`src/rtl/fib_stream_serializer_if.sv`:
```
// Output stream bundle of the Fibonacci frame serializer.
// Carries term, tag, handshake and frame status signals.
interface fib_stream_serializer_if #(
  parameter int F = 10,
  parameter int W = 32
);
  localparam int IW = $clog2(F);

  logic          busy;
  logic          out_valid;
  logic          out_ready;
  logic [W-1:0]  out_data;
  logic [IW-1:0] out_index;
  logic          out_last;
  logic          out_ovf;
  logic          done;
  logic          frame_ovf;

  modport master (
    output busy, out_valid, out_data, out_index,
    output out_last, out_ovf, done, frame_ovf,
    input  out_ready
  );

  modport slave (
    input  busy, out_valid, out_data, out_index,
    input  out_last, out_ovf, done, frame_ovf,
    output out_ready
  );
endinterface

```
`src/rtl/fib_stream_serializer.sv`:
```
// Snapshots a parallel Fibonacci frame and streams it term by term.
// Each term carries its index, last flag and wrap-around flag.
module fib_stream_serializer #(
  parameter int F = 10,
  parameter int W = 32
) (
  input  logic         clk,
  input  logic         rst,
  input  logic [W-1:0] fib_in [0:F-1],
  input  logic         start,
  fib_stream_serializer_if.master o
);
  localparam int IW = $clog2(F);

  typedef enum logic [1:0] {
    IDLE,
    STREAM,
    DONE
  } state_e;

  state_e        state_q, state_d;
  logic [W-1:0]  fbuf_q [0:F-1];
  logic [W-1:0]  fbuf_d [0:F-1];
  logic [IW-1:0] idx_q, idx_d;
  logic          fovf_q, fovf_d;

  logic          ge2;
  logic          last;
  logic          hs;
  logic          ovf;
  logic [IW-1:0] im1, im2;
  logic [W:0]    sum;

  // Single shared adder recomputes the carry of the two preceding terms.
  always_comb begin
    ge2  = 32'(idx_q) >= 32'd2;
    last = idx_q == IW'(F - 1);
    hs   = (state_q == STREAM) && o.out_ready;
    im1  = ge2 ? idx_q - IW'(1) : '0;
    im2  = ge2 ? idx_q - IW'(2) : '0;
    sum  = {1'b0, fbuf_q[im1]} + {1'b0, fbuf_q[im2]};
    ovf  = ge2 && sum[W];
  end

  // Next-state logic: capture on start, advance on handshake.
  always_comb begin
    state_d = state_q;
    fbuf_d  = fbuf_q;
    idx_d   = idx_q;
    fovf_d  = fovf_q;
    unique case (state_q)
      IDLE: begin
        if (start) begin
          fbuf_d  = fib_in;
          idx_d   = '0;
          fovf_d  = 1'b0;
          state_d = STREAM;
        end
      end
      STREAM: begin
        if (hs) begin
          fovf_d = fovf_q | ovf;
          if (last) begin
            state_d = DONE;
          end else begin
            idx_d = idx_q + IW'(1);
          end
        end
      end
      DONE: begin
        state_d = IDLE;
      end
      default: begin
        state_d = IDLE;
      end
    endcase
  end

  // State, frame buffer, index and sticky overflow registers.
  always_ff @(posedge clk or posedge rst) begin
    if (rst) begin
      state_q <= IDLE;
      idx_q   <= '0;
      fovf_q  <= 1'b0;
      for (int i = 0; i < F; i++) begin
        fbuf_q[i] <= '0;
      end
    end else begin
      state_q <= state_d;
      idx_q   <= idx_d;
      fovf_q  <= fovf_d;
      fbuf_q  <= fbuf_d;
    end
  end

  // Outputs decode from registered state only; out_ready never reaches out_valid.
  always_comb begin
    o.busy      = state_q != IDLE;
    o.out_valid = state_q == STREAM;
    o.out_data  = '0;
    o.out_index = '0;
    o.out_last  = 1'b0;
    o.out_ovf   = 1'b0;
    if (state_q == STREAM) begin
      o.out_data  = fbuf_q[idx_q];
      o.out_index = idx_q;
      o.out_last  = last;
      o.out_ovf   = ovf;
    end
    o.done      = state_q == DONE;
    o.frame_ovf = fovf_q;
  end
endmodule

```
`src/flat_wrapper.sv`:
```
// flat-port wrapper written by rule: the top's interface ports become plain ports
module fib_stream_serializer_flat 
#(
  parameter int F = 10,
  parameter int W = 32
)
  (clk, rst, fib_in, start, o_busy, o_out_valid, o_out_data, o_out_index, o_out_last, o_out_ovf, o_done, o_frame_ovf, o_out_ready);
  fib_stream_serializer_if #(.F(F), .W(W)) o_i ();
  input  logic clk;
  input  logic rst;
  input  logic [W-1:0] fib_in[0:F-1];
  input  logic start;
  output wire logic [$bits(o_i.busy)-1:0] o_busy;
  output wire logic [$bits(o_i.out_valid)-1:0] o_out_valid;
  output wire logic [$bits(o_i.out_data)-1:0] o_out_data;
  output wire logic [$bits(o_i.out_index)-1:0] o_out_index;
  output wire logic [$bits(o_i.out_last)-1:0] o_out_last;
  output wire logic [$bits(o_i.out_ovf)-1:0] o_out_ovf;
  output wire logic [$bits(o_i.done)-1:0] o_done;
  output wire logic [$bits(o_i.frame_ovf)-1:0] o_frame_ovf;
  input wire logic [$bits(o_i.out_ready)-1:0] o_out_ready;
  assign o_busy = o_i.busy;
  assign o_out_valid = o_i.out_valid;
  assign o_out_data = o_i.out_data;
  assign o_out_index = o_i.out_index;
  assign o_out_last = o_i.out_last;
  assign o_out_ovf = o_i.out_ovf;
  assign o_done = o_i.done;
  assign o_frame_ovf = o_i.frame_ovf;
  assign o_i.out_ready = o_out_ready;
  fib_stream_serializer #(.F(F), .W(W)) u_core (.clk(clk), .rst(rst), .fib_in(fib_in), .start(start), .o(o_i));
endmodule
```
`config.mk`:
```
export PLATFORM = sky130hd
export DESIGN_NAME = fib_stream_serializer_flat
export DESIGN_NICKNAME = d
export VERILOG_FILES = /design/src/rtl/fib_stream_serializer_if.sv /design/src/rtl/fib_stream_serializer.sv /design/src/flat_wrapper.sv
export SDC_FILE = /design/constraint.sdc
export NUM_CORES = 1
export LEC_CHECK = 0
export CAP_MARGIN = 10
export CORE_MARGIN = 2
export CORE_UTILIZATION = 43
export DETAILED_ROUTE_END_ITERATION = 16
export HOLD_SLACK_MARGIN = 0.06
export PLACE_DENSITY = 0.65
export SLEW_MARGIN = 10
export SYNTH_ARGS = -nofsm -noshare
export SYNTH_HDL_FRONTEND = slang
export SYNTH_SLANG_ARGS = --single-unit
```
`constraint.sdc`:
```
create_clock -name clk -period 32.8 [get_ports clk]
set_clock_uncertainty 0.2 [all_clocks]
set_input_delay 6.56 -clock clk [delete_from_list [all_inputs] [get_ports clk]]
set_output_delay 6.56 -clock clk [all_outputs]
set_load 0.02 [all_outputs]
```
==> results of run 1 <==
[power breakdown]
| group | switching (mW) | internal (mW) | total, mW |
|---|---|---|---|
| clock network | 0.169 | 0.247 | 0.417 |
| registers | 0.324 | 0.592 | 0.916 |
| logic | 1.50 | 0.874 | 2.38 |
| total | 1.99 | 1.71 | 3.71 |
[cell families (layout without fill, tap and decap cells)]
family	count (synthesis)	after routing	share of synthesized area [%]
buf+inv	222	474	4.39
flops	327	327	38.4
fa+ha+maj	38	38	2.23
xor+xnor	4	4	0.164
compound gates	402	402	12.4
simple gates	1518	1518	28.9
mux	240	240	13.6
[final timing paths]
| kind | to | slack, ns | startpoint |
|---|---|---|---|
| hold reg to reg | u_core.fbuf_q[255]$_DFFE_PP0P_ | 0.29 | u_core.fbuf_q[255]$_DFFE_PP0P_ |
| hold / removal | u_core.fbuf_q[255]$_DFFE_PP0P_ | 0.29 | u_core.fbuf_q[255]$_DFFE_PP0P_ |
| setup / recovery | o_out_ovf | 18.72 | u_core.idx_q[1]$_DFFE_PP0P_ |
| min in group asynchronous | u_core.fbuf_q[202]$_DFFE_PP0P_ | 6.34 | rst |
| max in group asynchronous | u_core.fbuf_q[181]$_DFFE_PP0P_ | 24.53 | rst |
| setup reg to reg | u_core.o.frame_ovf$_DFFE_PP0P_ | 26.51 | u_core.idx_q[1]$_DFFE_PP0P_ |
[final cells by class]
type	count	area [sq um]	area share, %
inverter	10	45.0	0.170
clock inverter	16	204	0.771
clock buffer	46	998	3.77
tap	664	831	3.14
multi-input combinational	2202	12300	46.3
timing repair buffer	402	3940	14.9
sequential	327	8190	30.9
[metal layers]
layer | share of wire [%] | up-vias | track usage (%)
li1 | - | 9796 | -
met1 | 47 | 10700 | 57.2
met2 | 39 | 1209 | 47.2
met3 | 11 | 136 | 10.0
met4 | 2.3 | 2 | 8.96
met5 | 0.014 | - | 0
[placed cells by master (no fill, tap or decap), types with 3 or more instances in the layout]
cell type	netlist	routed
sky130_fd_sc_hd__a211oi_1	39	39
sky130_fd_sc_hd__a21o_1	4	4
sky130_fd_sc_hd__a21oi_1	74	74
sky130_fd_sc_hd__a221oi_1	4	4
sky130_fd_sc_hd__a311oi_1	23	23
sky130_fd_sc_hd__a31oi_1	34	34
sky130_fd_sc_hd__a32o_1	11	11
sky130_fd_sc_hd__and2_1	54	53
sky130_fd_sc_hd__and3_1	14	14
sky130_fd_sc_hd__buf_4	3	36
sky130_fd_sc_hd__bufinv_16	0	4
sky130_fd_sc_hd__clkbuf_1	152	4
sky130_fd_sc_hd__clkbuf_16	0	36
sky130_fd_sc_hd__clkbuf_8	0	6
sky130_fd_sc_hd__clkdlybuf4s50_1	0	365
sky130_fd_sc_hd__clkinv_2	0	7
sky130_fd_sc_hd__dfrtp_1	327	325
sky130_fd_sc_hd__ha_1	38	38
sky130_fd_sc_hd__inv_1	8	7
sky130_fd_sc_hd__mux2_2	16	16
sky130_fd_sc_hd__mux2i_1	186	186
sky130_fd_sc_hd__mux4_2	38	38
sky130_fd_sc_hd__nand2_1	1253	1251
sky130_fd_sc_hd__nand2b_1	9	7
sky130_fd_sc_hd__nand3_1	85	85
sky130_fd_sc_hd__nand4_1	6	6
sky130_fd_sc_hd__nor2_1	39	34
sky130_fd_sc_hd__nor2_4	0	3
sky130_fd_sc_hd__nor2b_1	35	34
sky130_fd_sc_hd__nor3_1	14	14
sky130_fd_sc_hd__o2111ai_1	14	14
sky130_fd_sc_hd__o21ai_0	61	61
sky130_fd_sc_hd__o221ai_1	4	4
sky130_fd_sc_hd__o22ai_1	100	100
sky130_fd_sc_hd__o31ai_1	13	13
sky130_fd_sc_hd__o32ai_1	4	4
sky130_fd_sc_hd__xnor2_1	3	3
[sequential cells by signal, summed over array words and instances (netlist names)]
signal and count:
u_core.fbuf_q 320, u_core.o.frame_ovf 1, u_core.idx_q 4, u_core.state_q 2
[stage by stage]
stage          instances  hold slack (ns)
3_3_place_gp        3605            0.279
6_report            3667            0.293
5_1_grt             3667            0.321
2_1_floorplan       2751            0.252
3_5_place_dp        3605            0.282
4_1_cts             3667            0.296
[worst max-delay path: stages (launching register included)]
cell	delay, ns
sky130_fd_sc_hd__dfrtp_1	0.68
sky130_fd_sc_hd__buf_4	0.26
sky130_fd_sc_hd__ha_1	0.30
sky130_fd_sc_hd__nor4_4	0.14
sky130_fd_sc_hd__buf_4	0.30
sky130_fd_sc_hd__nor2_4	0.87
sky130_fd_sc_hd__buf_4	0.90
sky130_fd_sc_hd__mux2i_1	0.27
sky130_fd_sc_hd__a221oi_1	0.11
sky130_fd_sc_hd__o21ai_0	0.13
sky130_fd_sc_hd__o21ai_0	0.12
sky130_fd_sc_hd__ha_1	0.35
sky130_fd_sc_hd__nand4_1	0.16
sky130_fd_sc_hd__nor3_1	0.29
sky130_fd_sc_hd__nand3_1	0.22
sky130_fd_sc_hd__nor4_1	0.44
sky130_fd_sc_hd__o41ai_2	0.16
sky130_fd_sc_hd__a21oi_1	0.29
sky130_fd_sc_hd__clkdlybuf4s50_1	0.70
==> flow_metrics.tcl, run 1 <==
set metrics [dict create \
    leakage_nw 12.2 \
    timing.final.setup_violations 0 \
    detailed_place_hpwl_um 68100 \
    route.antenna.remaining_nets 0 \
    weighted_congestion_reported_at_the_end_of_routability_driven_placement 0.994 \
    dominantRegCellSynth "sky130_fd_sc_hd__dfrtp_1" \
    cp-end-kind "primary output" \
    worst_skew_pair.late_latency_ns 0.56 \
    post-place-ws_ns 19.43 \
    path_clk_slew_ns 0.06 \
    die-area_sq_um 51400 \
    drive_gt1_share_pct 5.73 \
    grt_first_pass_wirelength_um 137000 \
    cts_inserted_buffers 36 \
    cts_tree "done" \
    effective_utilization_at_floorplan_pct 43.6 \
    routed-via-count 21800 \
    wire_per_inst_um 25.5 \
    fillers 4627 \
    synth.distinct_cells 56 \
    die_height_um 227 \
    grt_setup_unrepaired "false" \
    postSynthCellCount 2751 \
    hold_path_depth 2 \
    critical_path_arrival_ns 7.32 \
    largest_net_degree_at_the_start_of_global_routing 140 \
    final_design_area_no_fill_sq_um 26500 \
    crit_type "flip-flop to primary output" \
    synth_top_cell_by_area "sky130_fd_sc_hd__dfrtp_1" \
    n_antenna_cell 0 \
    hold_violations 0 \
    avgSynthCellArea_sq_um 7.75 \
    syn-num-nets 3113 \
    relSlewSlack_pct 6.08 \
    dieWidth_um 227 \
    cts_resized 0 \
    grt_antenna_before_repair 2 \
    crit_fanout 61 \
    ys_top_cells_by_count "sky130_fd_sc_hd__nand2_1, sky130_fd_sc_hd__dfrtp_1, sky130_fd_sc_hd__mux2i_1, sky130_fd_sc_hd__clkbuf_1, sky130_fd_sc_hd__o22ai_1" \
    layout_setup_ws_ns 18.72 \
    clock-sinks 327 \
    max_cap_check_violation_count 0 \
    cts.hold.buffers_added 0 \
    first_global_vias 20600 \
    synthArstFlopShare_pct 100 \
    highest_ir_drop_seen_on_vdd_mv 0.0647 \
    clk_path_buf_depth 3 \
    ys_warn_count 0 \
    fin_nets 3341 \
    core_area_sq_um 49000 \
    power-per-cell-area_nw_per_um2 140 \
    synth_enable_flop_cells 0 \
    first_pass_iters 6 \
    fin_crit_ns 14.08 \
    flow.area_growth_from_synthesis_pct 24.1 \
    start_kind "flip-flop" \
    pin_count 366 \
    placementRows 81 \
    yosys.cell_count.top_type "sky130_fd_sc_hd__nand2_1" \
    netlist.area_leader.share_pct 38.4 \
    route.detailed.drc 0 \
    finalPower_mw 3.71 \
    cts_max_level 2 \
    global_route_total_usage_across_every_layer_pct 36.1 \
    slew_at_the_pin_with_the_worst_max_slew_slack_ns 1.41 \
    yosysSeqAreaShare_pct 38.4 \
    postCtsSetupBuffers 0 \
    grt_overflow 0 \
    ys_ff_latch 327 \
    drv_slew 0 \
    synth.area.top_cells "sky130_fd_sc_hd__dfrtp_1, sky130_fd_sc_hd__nand2_1, sky130_fd_sc_hd__mux2i_1" \
    place.port_buffers 365 \
    run_status "finished, final reports clean" \
    maxClockFrequency_mhz 71.0 \
    ff2ff_path_depth 18 \
    postLayoutCoreUtil_pct 54.1 \
    timing.hold.worst.class "flip-flop to flip-flop" \
    first_iter_violations 2794 \
    root_buffer "sky130_fd_sc_hd__clkbuf_16" \
    fin_tns_setup_ns 0 \
    dpl-instance-area_sq_um 25300 \
    finalWirelength_um 93300 \
    period_share_pct 42.9 \
    timing.critical_path.required_ns 26.04 \
    netlist_area_sq_um 21300 \
    avgViaCountPerCell 5.95 \
]
(Power assumes the default switching activity.)
==> inputs of run 2 (changes only) <==
PLACE_DENSITY = 0.68   (was 0.65)
clock period = 12.23 ns   (was 32.8 ns; I/O delays follow)
==> flow_metrics.tcl, run 2 (synthesis gave the netlist of run 1 again) <==
set metrics [dict create \
    root_buffer "sky130_fd_sc_hd__clkbuf_16" \
    place.port_buffers 365 \
    cts.hold.buffers_added 0 \
    flow.area_growth_from_synthesis_pct 24.3 \
    clk_path_buf_depth 3 \
    cts_tree "done" \
    slew_at_the_pin_with_the_worst_max_slew_slack_ns 1.22 \
    crit_fanout 60 \
    critical_path_arrival_ns 7.21 \
    drv_slew 0 \
    cts_inserted_buffers 36 \
    layout.cells.most_common "sky130_fd_sc_hd__nand2_1" \
    first_iter_violations 2709 \
    die_height_um 227 \
    weighted_congestion_reported_at_the_end_of_routability_driven_placement 0.970 \
    routed-via-count 21900 \
    cts_resized 0 \
    startpoint "u_core.idx_q[0]$_DFFE_PP0P_" \
    fillers 4604 \
    grt_overflow 0 \
    worst_r2r_start "u_core.idx_q[0]$_DFFE_PP0P_" \
    pin_count 366 \
    fin_nets 3347 \
    first_global_vias 20700 \
    effective_utilization_at_floorplan_pct 43.6 \
    grt_first_pass_wirelength_um 137000 \
    largest_register_ff_count 320 \
    start_kind "flip-flop" \
    route.antenna.remaining_nets 0 \
    core_area_sq_um 49000 \
    drive_gt1_share_pct 5.85 \
    largest_net_degree_at_the_start_of_global_routing 122 \
    maxClockFrequency_mhz 101 \
    relSlewSlack_pct 18.1 \
    detailed_place_hpwl_um 69500 \
    timing.hold.worst.class "flip-flop to flip-flop" \
    dieWidth_um 227 \
    largest-register "u_core.fbuf_q" \
    placementRows 81 \
    finalWirelength_um 94500 \
    timing.critical_path.required_ns 9.58 \
    wire_per_inst_um 25.7 \
    first_pass_iters 6 \
    grt_setup_unrepaired "false" \
    route.detailed.drc 0 \
    global_route_total_usage_across_every_layer_pct 36.5 \
    ff2ff_path_depth 15 \
    period_share_pct 80.6 \
    worst_setup_path_endpoint "o_out_ovf" \
    max_cap_check_violation_count 0 \
    fin_crit_ns 9.85 \
    worst_r2r_endpoint "u_core.o.frame_ovf$_DFFE_PP0P_" \
    die-area_sq_um 51400 \
    hold_violations 0 \
    grt_antenna_before_repair 2 \
    postCtsSetupBuffers 0 \
    crit_type "flip-flop to primary output" \
    biggestRegsByFlops "u_core.fbuf_q x320, u_core.idx_q x4, u_core.state_q x2" \
    fin_tns_setup_ns 0 \
    clock-sinks 327 \
    cp-end-kind "primary output" \
    cts_max_level 2 \
    timing.final.setup_violations 0 \
    final_cell_mix "sky130_fd_sc_hd__nand2_1, sky130_fd_sc_hd__clkdlybuf4s50_1, sky130_fd_sc_hd__dfrtp_1" \
    path_clk_slew_ns 0.06 \
    run_status "finished, final reports clean" \
    worst_skew_pair.late_latency_ns 0.56 \
    avgViaCountPerCell 5.95 \
    hp-start "u_core.fbuf_q[219]$_DFFE_PP0P_" \
    r2r_setup_slack_ns 6.06 \
]
run 2: layout make-up:
| cell class | instances | area (sq um) | area share [%] |
|---|---|---|---|
| inverter | 10 | 45.0 | 0.170 |
| antenna | 1 | 2.50 | 0.00944 |
| multi-input combinational | 2202 | 12300 | 46.3 |
| tap | 664 | 831 | 3.14 |
| clock inverter | 15 | 198 | 0.746 |
| sequential | 327 | 8190 | 30.9 |
| timing repair buffer | 408 | 3990 | 15.1 |
| clock buffer | 48 | 986 | 3.72 |
run 2: routing by layer:
layer	GRT usage (%)	routed length, um	vias to the layer above	part of all wire, %
met2	47.3	36400	1328	39
met3	13.7	13100	130	14
met4	11.2	2760	6	2.9
met5	2.74	193	-	0.20
li1	-	-	9805	-
met1	55.0	42000	10600	44
run 2: worst max-delay path, cell delays in order (launching register included):
cell	delay, ns
sky130_fd_sc_hd__dfrtp_4	0.57
sky130_fd_sc_hd__buf_4	0.61
sky130_fd_sc_hd__buf_4	0.82
sky130_fd_sc_hd__a21boi_0	0.26
sky130_fd_sc_hd__xnor2_1	0.24
sky130_fd_sc_hd__or2_0	0.93
sky130_fd_sc_hd__buf_4	0.40
sky130_fd_sc_hd__o2111ai_1	0.14
sky130_fd_sc_hd__o31ai_1	0.12
sky130_fd_sc_hd__ha_1	0.20
sky130_fd_sc_hd__nand4_1	0.15
sky130_fd_sc_hd__nor3_1	0.28
sky130_fd_sc_hd__nand3_1	0.21
sky130_fd_sc_hd__nor4_1	0.43
sky130_fd_sc_hd__o41ai_2	0.16
sky130_fd_sc_hd__a21oi_1	0.33
sky130_fd_sc_hd__clkdlybuf4s50_1	0.68
run 2: how the worst min path moves through the flow:
stage / to / slack [ns] / cells after the start
detailed placement: u_core.fbuf_q[90]$_DFFE_PP0P_ / 0.30 / 2
floorplan: u_core.fbuf_q[127]$_DFFE_PP0P_ / 0.25 / 2
finish: u_core.fbuf_q[219]$_DFFE_PP0P_ / 0.31 / 2
global route: u_core.fbuf_q[80]$_DFFE_PP0P_ / 0.32 / 2
global placement: u_core.fbuf_q[81]$_DFFE_PP0P_ / 0.29 / 2
CTS: u_core.fbuf_q[97]$_DFFE_PP0P_ / 0.31 / 2
run 2: metrics by stage:
step | setup slack, ns | cell area, sq um | std cells | utilization [%] | hold WS (ns)
after floorplan | 0.529 | 21300 | 2751 | - | 0.252
after global placement | 3.24 | 25300 | 3611 | 51.7 | 0.287
after detailed placement | 3.19 | 25300 | 3611 | 51.7 | 0.295
final | 2.38 | 26500 | 3675 | 54.1 | 0.306
after CTS | 2.61 | 26500 | 3674 | 54.1 | 0.311
after global routing | 2.16 | 26500 | 3675 | 54.1 | 0.325
Power of run 2 is not shown: default switching activity piles up to over one toggle a cycle in this logic, so the estimate is an artifact.
